`config.mk`:
```
export PLATFORM = sky130hd
export DESIGN_NAME = alu_sequencer_flat
export DESIGN_NICKNAME = d
export VERILOG_FILES = /design/src/rtl/alu_sequencer_if.sv /design/src/rtl/alu_sequencer.sv /design/src/flat_wrapper.sv
export SDC_FILE = /design/constraint.sdc
export NUM_CORES = 1
export LEC_CHECK = 0
export ABC_AREA = 1
export CAP_MARGIN = 20
export CORE_UTILIZATION = 38
export DETAILED_ROUTE_END_ITERATION = 10
export HOLD_SLACK_MARGIN = 0.1
export PLACE_DENSITY = 0.77
export SETUP_SLACK_MARGIN = 0.15
export SLEW_MARGIN = 20
export SYNTH_ARGS = -nofsm -noshare
export SYNTH_HDL_FRONTEND = slang
export SYNTH_SLANG_ARGS = --single-unit
```
`constraint.sdc`:
```
create_clock -name clk -period 1.16 [get_ports clk]
set_input_delay 0.232 -clock clk [delete_from_list [all_inputs] [get_ports clk]]
set_output_delay 0.232 -clock clk [all_outputs]
set_load 0.05 [all_outputs]
```
`src/rtl/alu_sequencer_if.sv`:
```
// Bundles the command, operand-bus, result and ALU-side signals of the sequencer.
// The slave modport is the sequencer; the master modport is the surrounding system plus the ALU.
interface alu_sequencer_if;
  logic        start;
  logic [2:0]  op;
  logic [15:0] bus_in;
  logic        bus_valid;
  logic        bus_ready;
  logic        busy;
  logic        done;
  logic [15:0] result;
  logic [7:0]  flags;
  logic [15:0] alu_a;
  logic [15:0] alu_b;
  logic [2:0]  alu_sel;
  logic        alu_oe;
  logic [15:0] alu_o;
  logic [7:0]  alu_f;

  modport master (
    output start, op, bus_in, bus_valid, alu_o, alu_f,
    input  bus_ready, busy, done, result, flags, alu_a, alu_b, alu_sel, alu_oe
  );

  modport slave (
    input  start, op, bus_in, bus_valid, alu_o, alu_f,
    output bus_ready, busy, done, result, flags, alu_a, alu_b, alu_sel, alu_oe
  );
endinterface

```
`src/rtl/alu_sequencer.sv`:
```
// Collects an op code and one or two bus operands, drives the combinational ALU for one
// EXEC cycle, then latches its result and flags for the downstream consumer.
module alu_sequencer (
  input  logic            clk,
  input  logic            rst_n,
  alu_sequencer_if.slave  sif
);
  typedef enum logic [2:0] {
    S_IDLE   = 3'd0,
    S_LOAD_A = 3'd1,
    S_LOAD_B = 3'd2,
    S_EXEC   = 3'd3,
    S_DONE   = 3'd4
  } state_t;

  state_t      state_q, state_d;
  logic [15:0] alu_a_q, alu_b_q, result_q;
  logic [2:0]  alu_sel_q;
  logic [7:0]  flags_q;
  logic        bus_ready;
  logic        is_unary;
  logic        div_by_zero;

  assign is_unary    = (alu_sel_q == 3'b010) || (alu_sel_q == 3'b011);
  assign div_by_zero = (alu_sel_q == 3'b101) && (alu_b_q == 16'h0000);

  always_ff @(posedge clk or negedge rst_n) begin
    if (!rst_n) begin
      state_q <= S_IDLE;
    end else begin
      state_q <= state_d;
    end
  end

  always_comb begin
    state_d = state_q;
    case (state_q)
      S_IDLE:   if (sif.start) state_d = S_LOAD_A;
      S_LOAD_A: if (sif.bus_valid) state_d = is_unary ? S_EXEC : S_LOAD_B;
      S_LOAD_B: if (sif.bus_valid) state_d = S_EXEC;
      S_EXEC:   state_d = S_DONE;
      S_DONE:   state_d = S_IDLE;
      default:  state_d = S_IDLE;
    endcase
  end

  // Every control output is a pure decode of the state register.
  always_comb begin
    bus_ready  = 1'b0;
    sif.busy   = 1'b1;
    sif.done   = 1'b0;
    sif.alu_oe = 1'b0;
    case (state_q)
      S_IDLE:   sif.busy   = 1'b0;
      S_LOAD_A: bus_ready  = 1'b1;
      S_LOAD_B: bus_ready  = 1'b1;
      S_EXEC:   sif.alu_oe = 1'b1;
      S_DONE:   sif.done   = 1'b1;
      default:  sif.busy   = 1'b0;
    endcase
  end

  assign sif.bus_ready = bus_ready;

  always_ff @(posedge clk or negedge rst_n) begin
    if (!rst_n) begin
      alu_a_q   <= '0;
      alu_b_q   <= '0;
      alu_sel_q <= '0;
      result_q  <= '0;
      flags_q   <= '0;
    end else begin
      case (state_q)
        S_IDLE: begin
          if (sif.start) alu_sel_q <= sif.op;
        end
        S_LOAD_A: begin
          if (sif.bus_valid) begin
            alu_a_q <= sif.bus_in;
            if (is_unary) alu_b_q <= '0;
          end
        end
        S_LOAD_B: begin
          if (sif.bus_valid) alu_b_q <= sif.bus_in;
        end
        S_EXEC: begin
          result_q <= sif.alu_o;
          flags_q  <= {4'b0000, sif.alu_o[15], div_by_zero, sif.alu_f[1], sif.alu_f[0]};
        end
        default: ;
      endcase
    end
  end

  assign sif.alu_a   = alu_a_q;
  assign sif.alu_b   = alu_b_q;
  assign sif.alu_sel = alu_sel_q;
  assign sif.result  = result_q;
  assign sif.flags   = flags_q;
endmodule

```
`src/flat_wrapper.sv`:
```
// flat-port wrapper written by rule: the top's interface ports become plain ports
module alu_sequencer_flat 
  (clk, rst_n, sif_start, sif_op, sif_bus_in, sif_bus_valid, sif_alu_o, sif_alu_f, sif_bus_ready, sif_busy, sif_done, sif_result, sif_flags, sif_alu_a, sif_alu_b, sif_alu_sel, sif_alu_oe);
  alu_sequencer_if sif_i ();
  input  logic clk;
  input  logic rst_n;
  input wire logic [$bits(sif_i.start)-1:0] sif_start;
  input wire logic [$bits(sif_i.op)-1:0] sif_op;
  input wire logic [$bits(sif_i.bus_in)-1:0] sif_bus_in;
  input wire logic [$bits(sif_i.bus_valid)-1:0] sif_bus_valid;
  input wire logic [$bits(sif_i.alu_o)-1:0] sif_alu_o;
  input wire logic [$bits(sif_i.alu_f)-1:0] sif_alu_f;
  output wire logic [$bits(sif_i.bus_ready)-1:0] sif_bus_ready;
  output wire logic [$bits(sif_i.busy)-1:0] sif_busy;
  output wire logic [$bits(sif_i.done)-1:0] sif_done;
  output wire logic [$bits(sif_i.result)-1:0] sif_result;
  output wire logic [$bits(sif_i.flags)-1:0] sif_flags;
  output wire logic [$bits(sif_i.alu_a)-1:0] sif_alu_a;
  output wire logic [$bits(sif_i.alu_b)-1:0] sif_alu_b;
  output wire logic [$bits(sif_i.alu_sel)-1:0] sif_alu_sel;
  output wire logic [$bits(sif_i.alu_oe)-1:0] sif_alu_oe;
  assign sif_i.start = sif_start;
  assign sif_i.op = sif_op;
  assign sif_i.bus_in = sif_bus_in;
  assign sif_i.bus_valid = sif_bus_valid;
  assign sif_i.alu_o = sif_alu_o;
  assign sif_i.alu_f = sif_alu_f;
  assign sif_bus_ready = sif_i.bus_ready;
  assign sif_busy = sif_i.busy;
  assign sif_done = sif_i.done;
  assign sif_result = sif_i.result;
  assign sif_flags = sif_i.flags;
  assign sif_alu_a = sif_i.alu_a;
  assign sif_alu_b = sif_i.alu_b;
  assign sif_alu_sel = sif_i.alu_sel;
  assign sif_alu_oe = sif_i.alu_oe;
  alu_sequencer u_core (.clk(clk), .rst_n(rst_n), .sif(sif_i));
endmodule
```
==> results of run 1 <==
==> critical path, stage by stage (launching register included) <==
cell,delay [ns]
dfrtp_1,0.43
inv_4,0.12
nand3_4,0.10
nand2_4,0.11
nor2_4,0.03
nand2_2,0.08
buf_12,0.14
==> through the flow <==
| step | cell area, sq um | util, % | hold slack, ns | worst slack, ns | std cells |
|---|---|---|---|---|---|
| 2_1_floorplan | 2580 | - | -0.0636 | -0.256 | 289 |
| 3_3_place_gp | 4320 | 68.5 | 0.258 | -0.236 | 469 |
| 3_5_place_dp | 4320 | 68.5 | 0.257 | -0.292 | 469 |
| 4_1_cts | 5000 | 79.1 | 0.424 | -0.447 | 521 |
| 5_1_grt | 5520 | 87.5 | 0.440 | -0.481 | 545 |
| 6_report | 5520 | 87.5 | 0.415 | -0.433 | 545 |
==> Yosys cell counts <==
master / count
nor2_1: 15
buf_2: 5
buf_4: 6
a21oi_1: 1
inv_1: 6
nand3_4: 2
buf_6: 4
inv_2: 4
nand2_1: 138
dfrtp_1: 57
inv_4: 2
nand3_2: 4
nand3_1: 35
nand2_2: 2
nand4_1: 1
o21ai_0: 1
nor2_8: 1
conb_1: 1
nor2_2: 1
==> state kept, by name (all words and copies together), names as in the netlist <==
register	cells
u_core.sif.result	15
u_core.sif.alu_b	16
u_core.sif.alu_a	16
u_core.sif.alu_sel	3
u_core.state_q	3
u_core.sif.flags	4
==> what timing repair did <==
item,CTS,global route
hold endpoints to repair,57,0
hold buffers,1,0
setup buffers,31,22
setup endpoints to repair,115,115
gates cloned,4,2
resized for setup,27,83
pin swaps,6,22
==> routing by layer <==
layer / vias up / part of all wire, % / GRT usage [%]
met2: 166 / 53 / 46.3
li1: 1245 / - / -
met5: - / 0 / 0
met3: 37 / 6.8 / 9.89
met4: 0 / 4.5 / 11.6
met1: 1361 / 36 / 28.0
==> power groups by stage <==
stage | Combinational (W) | Clock [W] | Sequential [W]
after global routing | 0.0144 | 0.00236 | 0.00427
final | 0.0138 | 0.00226 | 0.00419
after detailed placement | 0.0105 | 0 | 0.00420
after global placement | 0.0103 | 0 | 0.00417
after CTS | 0.0121 | 0.00223 | 0.00409
after floorplan | 0.00240 | 0 | 0.00670
==> worst max-delay path by stage <==
stage / start / end / slack [ns] / cells past startpoint
after floorplan: u_core.state_q[1] / sif_busy / -0.26 / 5
after global placement: sif_bus_valid / u_core.sif.alu_a[4] / -0.24 / 5
after detailed placement: sif_bus_valid / u_core.sif.alu_a[5] / -0.29 / 5
after CTS: u_core.state_q[2] / sif_busy / -0.45 / 6
after global routing: u_core.state_q[2] / sif_busy / -0.48 / 6
final: u_core.state_q[0] / sif_busy / -0.43 / 6
==> cells by family (layout without fill, tap and decap cells) <==
logic type	count (synthesis)	in the layout
buffers and inverters	27	204
AND/OR/NAND/NOR	199	201
flip-flops	57	57
AO/OA/AOI/OAI	2	2
other	1	4
==> cells in the final DEF (no fill, tap or decap), types with 3 or more instances in the layout <==
| master | synthesis | final |
|---|---|---|
| buf_12 | 0 | 65 |
| buf_4 | 6 | 52 |
| buf_6 | 4 | 11 |
| buf_8 | 0 | 3 |
| clkbuf_8 | 0 | 12 |
| clkdlybuf4s50_1 | 0 | 39 |
| conb_1 | 1 | 4 |
| dfrtp_1 | 57 | 34 |
| dfrtp_2 | 0 | 23 |
| inv_1 | 6 | 4 |
| inv_2 | 4 | 3 |
| inv_4 | 2 | 3 |
| nand2_1 | 138 | 89 |
| nand2_2 | 2 | 43 |
| nand2_4 | 0 | 7 |
| nand3_1 | 35 | 7 |
| nand3_2 | 4 | 29 |
| nand3_4 | 2 | 6 |
| nor2_1 | 15 | 12 |
| nor2_4 | 0 | 3 |
==> area by class of cell <==
type                       count  area [sq um]
sequential                    57          1460
inverter                      12          72.6
fill                         284           791
timing repair buffer         176          2370
multi-input combinational    207          1290
clock inverter                 4          73.8
clock buffer                  12           165
tap                           77          96.3
==> impl_metrics.toml, run 1 <==
[critical_path]
critPathLaunchType = "flip-flop"
cp_max_fo = 4
critical_path_required_ns = 0.93
r2r-end = "u_core.sif.alu_b[9]"
endpoint_kind = "output port"
reg2reg_depth = 9
worstPathArrival_ns = 1.36
reg2reg_from = "u_core.state_q[1]"
r2r_slack_ns = -0.41
crit_type = "reg2out"

[sta]
max_freq_mhz = 628
rsz0062_at_grt = "yes"
setup_viol_count_final = 91
setup_ws_ns = -0.433
hold_viol = 0
layout_worst_path_cycle_share_pct = 137
fin_worst_skew_ns = 0.0180
slew_viol_final = 0
finalCriticalPeriod_ns = 1.59
finalSetupTns_ns = -16.33

[placement]
place.port_buffers = 99
dpl.hpwl_um = 4900
place_congestion = 0.774

[synthesis]
synth-seq-cells = 57
synth_top_family_by_area = "simple AND/OR/NAND/NOR gates"
synth_cells = 286
synth_area_sq_um = 2470
synth_xor_area_share_pct = 0
synth.distinct_cells = 19
yosys.area_share.adder_pct = 0
yosys-top-cells-area = "dfrtp_1 (58%), nand2_1 (21%), nand3_1 (7.1%), nor2_1 (2.3%), buf_4 (1.8%)"
muxShareOfSynthArea_pct = 0
syn_avg_cell_area_sq_um = 8.65
yosysSeqAreaShare_pct = 57.6
synth.largest_area_cell = "dfrtp_1"
synthSimpleGateAreaFrac_pct = 35.1
yosys.area.top_type_share_pct = 57.6
yosysWarnings = 0
synth_compound_area_share_pct = 0.404

[worst_hold_path]
hold_class = "in2async"

[cts]
cts-root-buf = "clkbuf_8"
clock-sinks = 57
cts_made_buffers = 9
cts_buffer_depth = 2
clk_latency_ns = 0.36
path_clk_slew_ns = 0.07
htree_levels = 3
cts_tree = "yes"

[power]
powerDensity_nw_per_um2 = 3670
power_w = 0.0203
ir_worst_vdd_v = 0.00265
cellLeakagePower_nw = 2.66
power_frac_comb_pct = 68.2
switchingPower_w = 0.00917
p_int_w = 0.0111
clockPowerShare_pct = 11.2
seqPwrFrac_pct = 20.7
switching_share_pct = 45.2

[floorplan]
coreArea_sq_um = 6310
std_cell_rows = 29
die_area_sq_um = 6840
die_h_um = 82.7
io_pins = 110
initial_core_util_pct = 39.2
die_width_um = 82.7

[global_routing]
grt_max_degree = 58
antenna_found_initial = 0
grt_pass1_vias = 2684
overflow = 0
grt_usage_pct = 26.3
grt_pass1_wl_um = 12900

[run_status]
status = "finished, violations left"
violations = "negative setup slack"

[routing]
wire_per_inst_um = 18.6
drt-total-wl_um = 10100
drc_errors = 0
drtIter0Drc = 228
firstDrtPassIters = 5
vias = 2809
ant_nets = 0
viasPerCell = 5.15

[cells_and_area]
fin_nets = 510
layout-drive-gt1-share_pct = 58.8
n_antenna_cell = 0
area_growth_pct = 123

[flow_run]
max_cap_viol_count = 0
Note: power is estimated with default switching activity, not from simulation.
==> run 2, diff against run 1 <==
--- a/config.mk
+++ b/config.mk
@@ -5,12 +5,11 @@
 export SDC_FILE = /design/constraint.sdc
 export NUM_CORES = 1
 export LEC_CHECK = 0
-export ABC_AREA = 1
 export CAP_MARGIN = 20
-export CORE_UTILIZATION = 38
+export CORE_UTILIZATION = 37
 export DETAILED_ROUTE_END_ITERATION = 10
 export HOLD_SLACK_MARGIN = 0.1
-export PLACE_DENSITY = 0.77
+export PLACE_DENSITY = 0.76
 export SETUP_SLACK_MARGIN = 0.15
 export SLEW_MARGIN = 20
 export SYNTH_ARGS = -nofsm -noshare
==> run 2 against run 1 <==
  * The run still ends with negative setup slack left
  * Synthesized cell count is 47% lower
  * Wire length is 30% lower
  * Sequential share of layout area is 2.8 points higher
  * Area after synthesis is 3.5% lower
  * Sequential power is 3% lower
  * Via count is 32% lower
  * Cell count is 27% lower
  * First-iteration DRC count is 75% lower
  * Die area is 0.90% lower
  * Non-clock buffer count is 14 lower
  * Register-to-register slack better by 0.02 ns
  * Critical path type unchanged
  * Highest routed layer unchanged
==> impl_metrics.toml, run 2 <==
[critical_path]
r2r_slack_ns = -0.39
cp_max_fo = 6
reg2reg_from = "u_core.state_q[1]"
crit_type = "reg2out"
reg2reg_depth = 6
critPathLaunchType = "flip-flop"
worstPathCellList = "buf_4 > nand2b_4 > a21oi_4 > buf_12"
slowest_delay_ns = 0.45
endpoint_kind = "output port"
r2r-end = "u_core.sif.alu_a[10]"
slowest_stage = "dfrtp_2"
worstPathArrival_ns = 1.38
critical_path_required_ns = 0.93

[cts]
clock-sinks = 57
cts_made_buffers = 9
cts_tree = "yes"
clk_latency_ns = 0.35
htree_levels = 3
cts_buffer_depth = 2
cts-root-buf = "clkbuf_8"
path_clk_slew_ns = 0.07

[placement]
post_dp_cell_area_sq_um = 4290
place_congestion = 0.736
place.port_buffers = 99
dpl.hpwl_um = 4480

[routing]
vias = 1916
wire_per_inst_um = 17.8
ant_nets = 0
drtIter0Drc = 58
drc_errors = 0
firstDrtPassIters = 4
viasPerCell = 4.84
drt-total-wl_um = 7060

[floorplan]
coreArea_sq_um = 6060
die_width_um = 82.3
initial_core_util_pct = 39.4
std_cell_rows = 28
die_h_um = 82.3
io_pins = 110
die_area_sq_um = 6780

[flow_run]
max_cap_viol_count = 0

[cells_and_area]
final_common_cell = "buf_12"
utilization_pct = 81.9
area_growth_pct = 108
stdcell_area_sq_um = 4970
final_cell_mix = "buf_12 (64), dfrtp_1 (40), clkdlybuf4s50_1 (39), buf_4 (37), mux2_2 (20)"
n_antenna_cell = 0
fin_nets = 363
layout-drive-gt1-share_pct = 66.4

[power]
powerDensity_nw_per_um2 = 3680
seqPwrFrac_pct = 22.3
power_frac_comb_pct = 66.0
switchingPower_w = 0.00740
ir_worst_vdd_v = 0.00237
p_int_w = 0.0109
cellLeakagePower_nw = 2.27
switching_share_pct = 40.5
clockPowerShare_pct = 11.7

[global_routing]
antenna_found_initial = 0
grt_usage_pct = 23.1
grt_pass1_vias = 2006
grt_max_degree = 58
grt_pass1_wl_um = 10900
overflow = 0

[sta]
layout_worst_path_cycle_share_pct = 139
max_freq_mhz = 622
hold_viol = 0
setup_ws_ns = -0.448
setup_viol_count_final = 77
slew_viol_final = 0
rsz0062_at_grt = "yes"
fin_worst_skew_ns = 0.00837
finalCriticalPeriod_ns = 1.61

[synthesis]
synth_edf_count = 0
yosysMostFrequentCell = "dfrtp_1"
yosysWarnings = 0
yosysSeqAreaShare_pct = 59.7
yosys.area.top_type_share_pct = 59.7
synth_common_cells = "dfrtp_1 (57), mux2_2 (34), a22o_1 (10), buf_4 (8), a22o_2 (6)"
ys.flop_type = "dfrtp_1"
yosys-top-cells-area = "dfrtp_1 (60%), mux2_2 (16%), a22o_1 (3.7%), a22o_2 (2.5%), buf_4 (2.5%)"
synth_area_sq_um = 2390
async_flop_share_pct = 100
synth_cells = 153
synth.largest_area_cell = "dfrtp_1"
synth-seq-cells = 57
synth.distinct_cells = 29
syn_avg_cell_area_sq_um = 15.6

[run_status]
violations = "negative setup slack"
status = "finished, violations left"

[worst_hold_path]
hold_class = "in2async"
-- run 2: cell count changes after synthesis, sizes merged, moves of 10 or more --
cell	before	now
nand3	41	0
a22o	0	16
mux2	0	37
nand2	140	0
nor2	17	4
inv	12	2
-- run 2: worst max-delay path by stage --
stage                            to         startpoint  slack, ns
6_report              sif_bus_ready  u_core.state_q[1]      -0.45
5_1_grt               sif_bus_ready  u_core.state_q[1]      -0.52
4_1_cts                    sif_done  u_core.state_q[0]      -0.45
3_5_place_dp   u_core.sif.alu_b[14]      sif_bus_valid      -0.50
3_3_place_gp   u_core.sif.alu_a[15]      sif_bus_valid      -0.45
2_1_floorplan  u_core.sif.alu_a[10]  u_core.state_q[2]      -0.25
-- run 2: layout make-up --
cell class	count	area, sq um
Clock buffer	12	155
Clock inverter	4	75.1
Fill cell	300	1090
Inverter	2	11.3
Multi-Input combinational cell	84	961
Sequential cell	57	1450
Tap cell	75	93.8
Timing Repair Buffer	162	2220
-- run 2: power by group through the flow --
stage                     registers, W  logic, W  clock network (W)
after detailed placement       0.00412    0.0108                  0
after global routing           0.00419    0.0125            0.00228
final                          0.00407    0.0121            0.00215
after floorplan                0.00661   0.00275                  0
after CTS                      0.00406    0.0119            0.00220
after global placement         0.00405    0.0107                  0
-- run 2: through the flow --
stage	total power, W	hold slack [ns]	instances	setup WS (ns)	TNS [ns]
after detailed placement	0.0149	0.258	341	-0.497	-20.37
after floorplan	0.00936	-0.0636	156	-0.251	-7.86
final	0.0183	0.441	396	-0.448	-19.08
after CTS	0.0181	0.432	388	-0.453	-18.11
after global placement	0.0147	0.256	341	-0.450	-18.69
after global routing	0.0190	0.464	396	-0.516	-23.65
-- run 2: kinds of logic after synthesis --
group,Yosys count,synth area share (%)
XOR/XNOR,1,0.367
flip-flops,57,59.7
buffers and inverters,15,4.66
other,1,0.157
AO/OA/AOI/OAI,20,7.65
AND/OR/NAND/NOR,21,9.54
multiplexers,38,17.9
-- run 2: per-layer routing --
metal	routed length (um)	up-vias	GRT usage, %
met5	0	-	0
met4	114	0	8.42
met3	353	8	8.35
met2	3750	56	38.5
met1	2840	972	27.4
li1	-	880	-
-- run 2: what timing repair did --
action,CTS,global route
setup buffers,28,8
setup endpoints to repair,115,115
resized for setup,23,4
cloned,2,0
hold buffers,1,0
endpoints found under the hold margin,57,0
pin swaps,5,3
-- run 2: critical path, delay by kind of cell (launching register included) --
kind / cells / cell delay (ns)
AOI/OAI and AO/OA: 1 / 0.18
buffers and inverters: 2 / 0.31
DFF: 1 / 0.45
and+or+nand+nor: 1 / 0.09
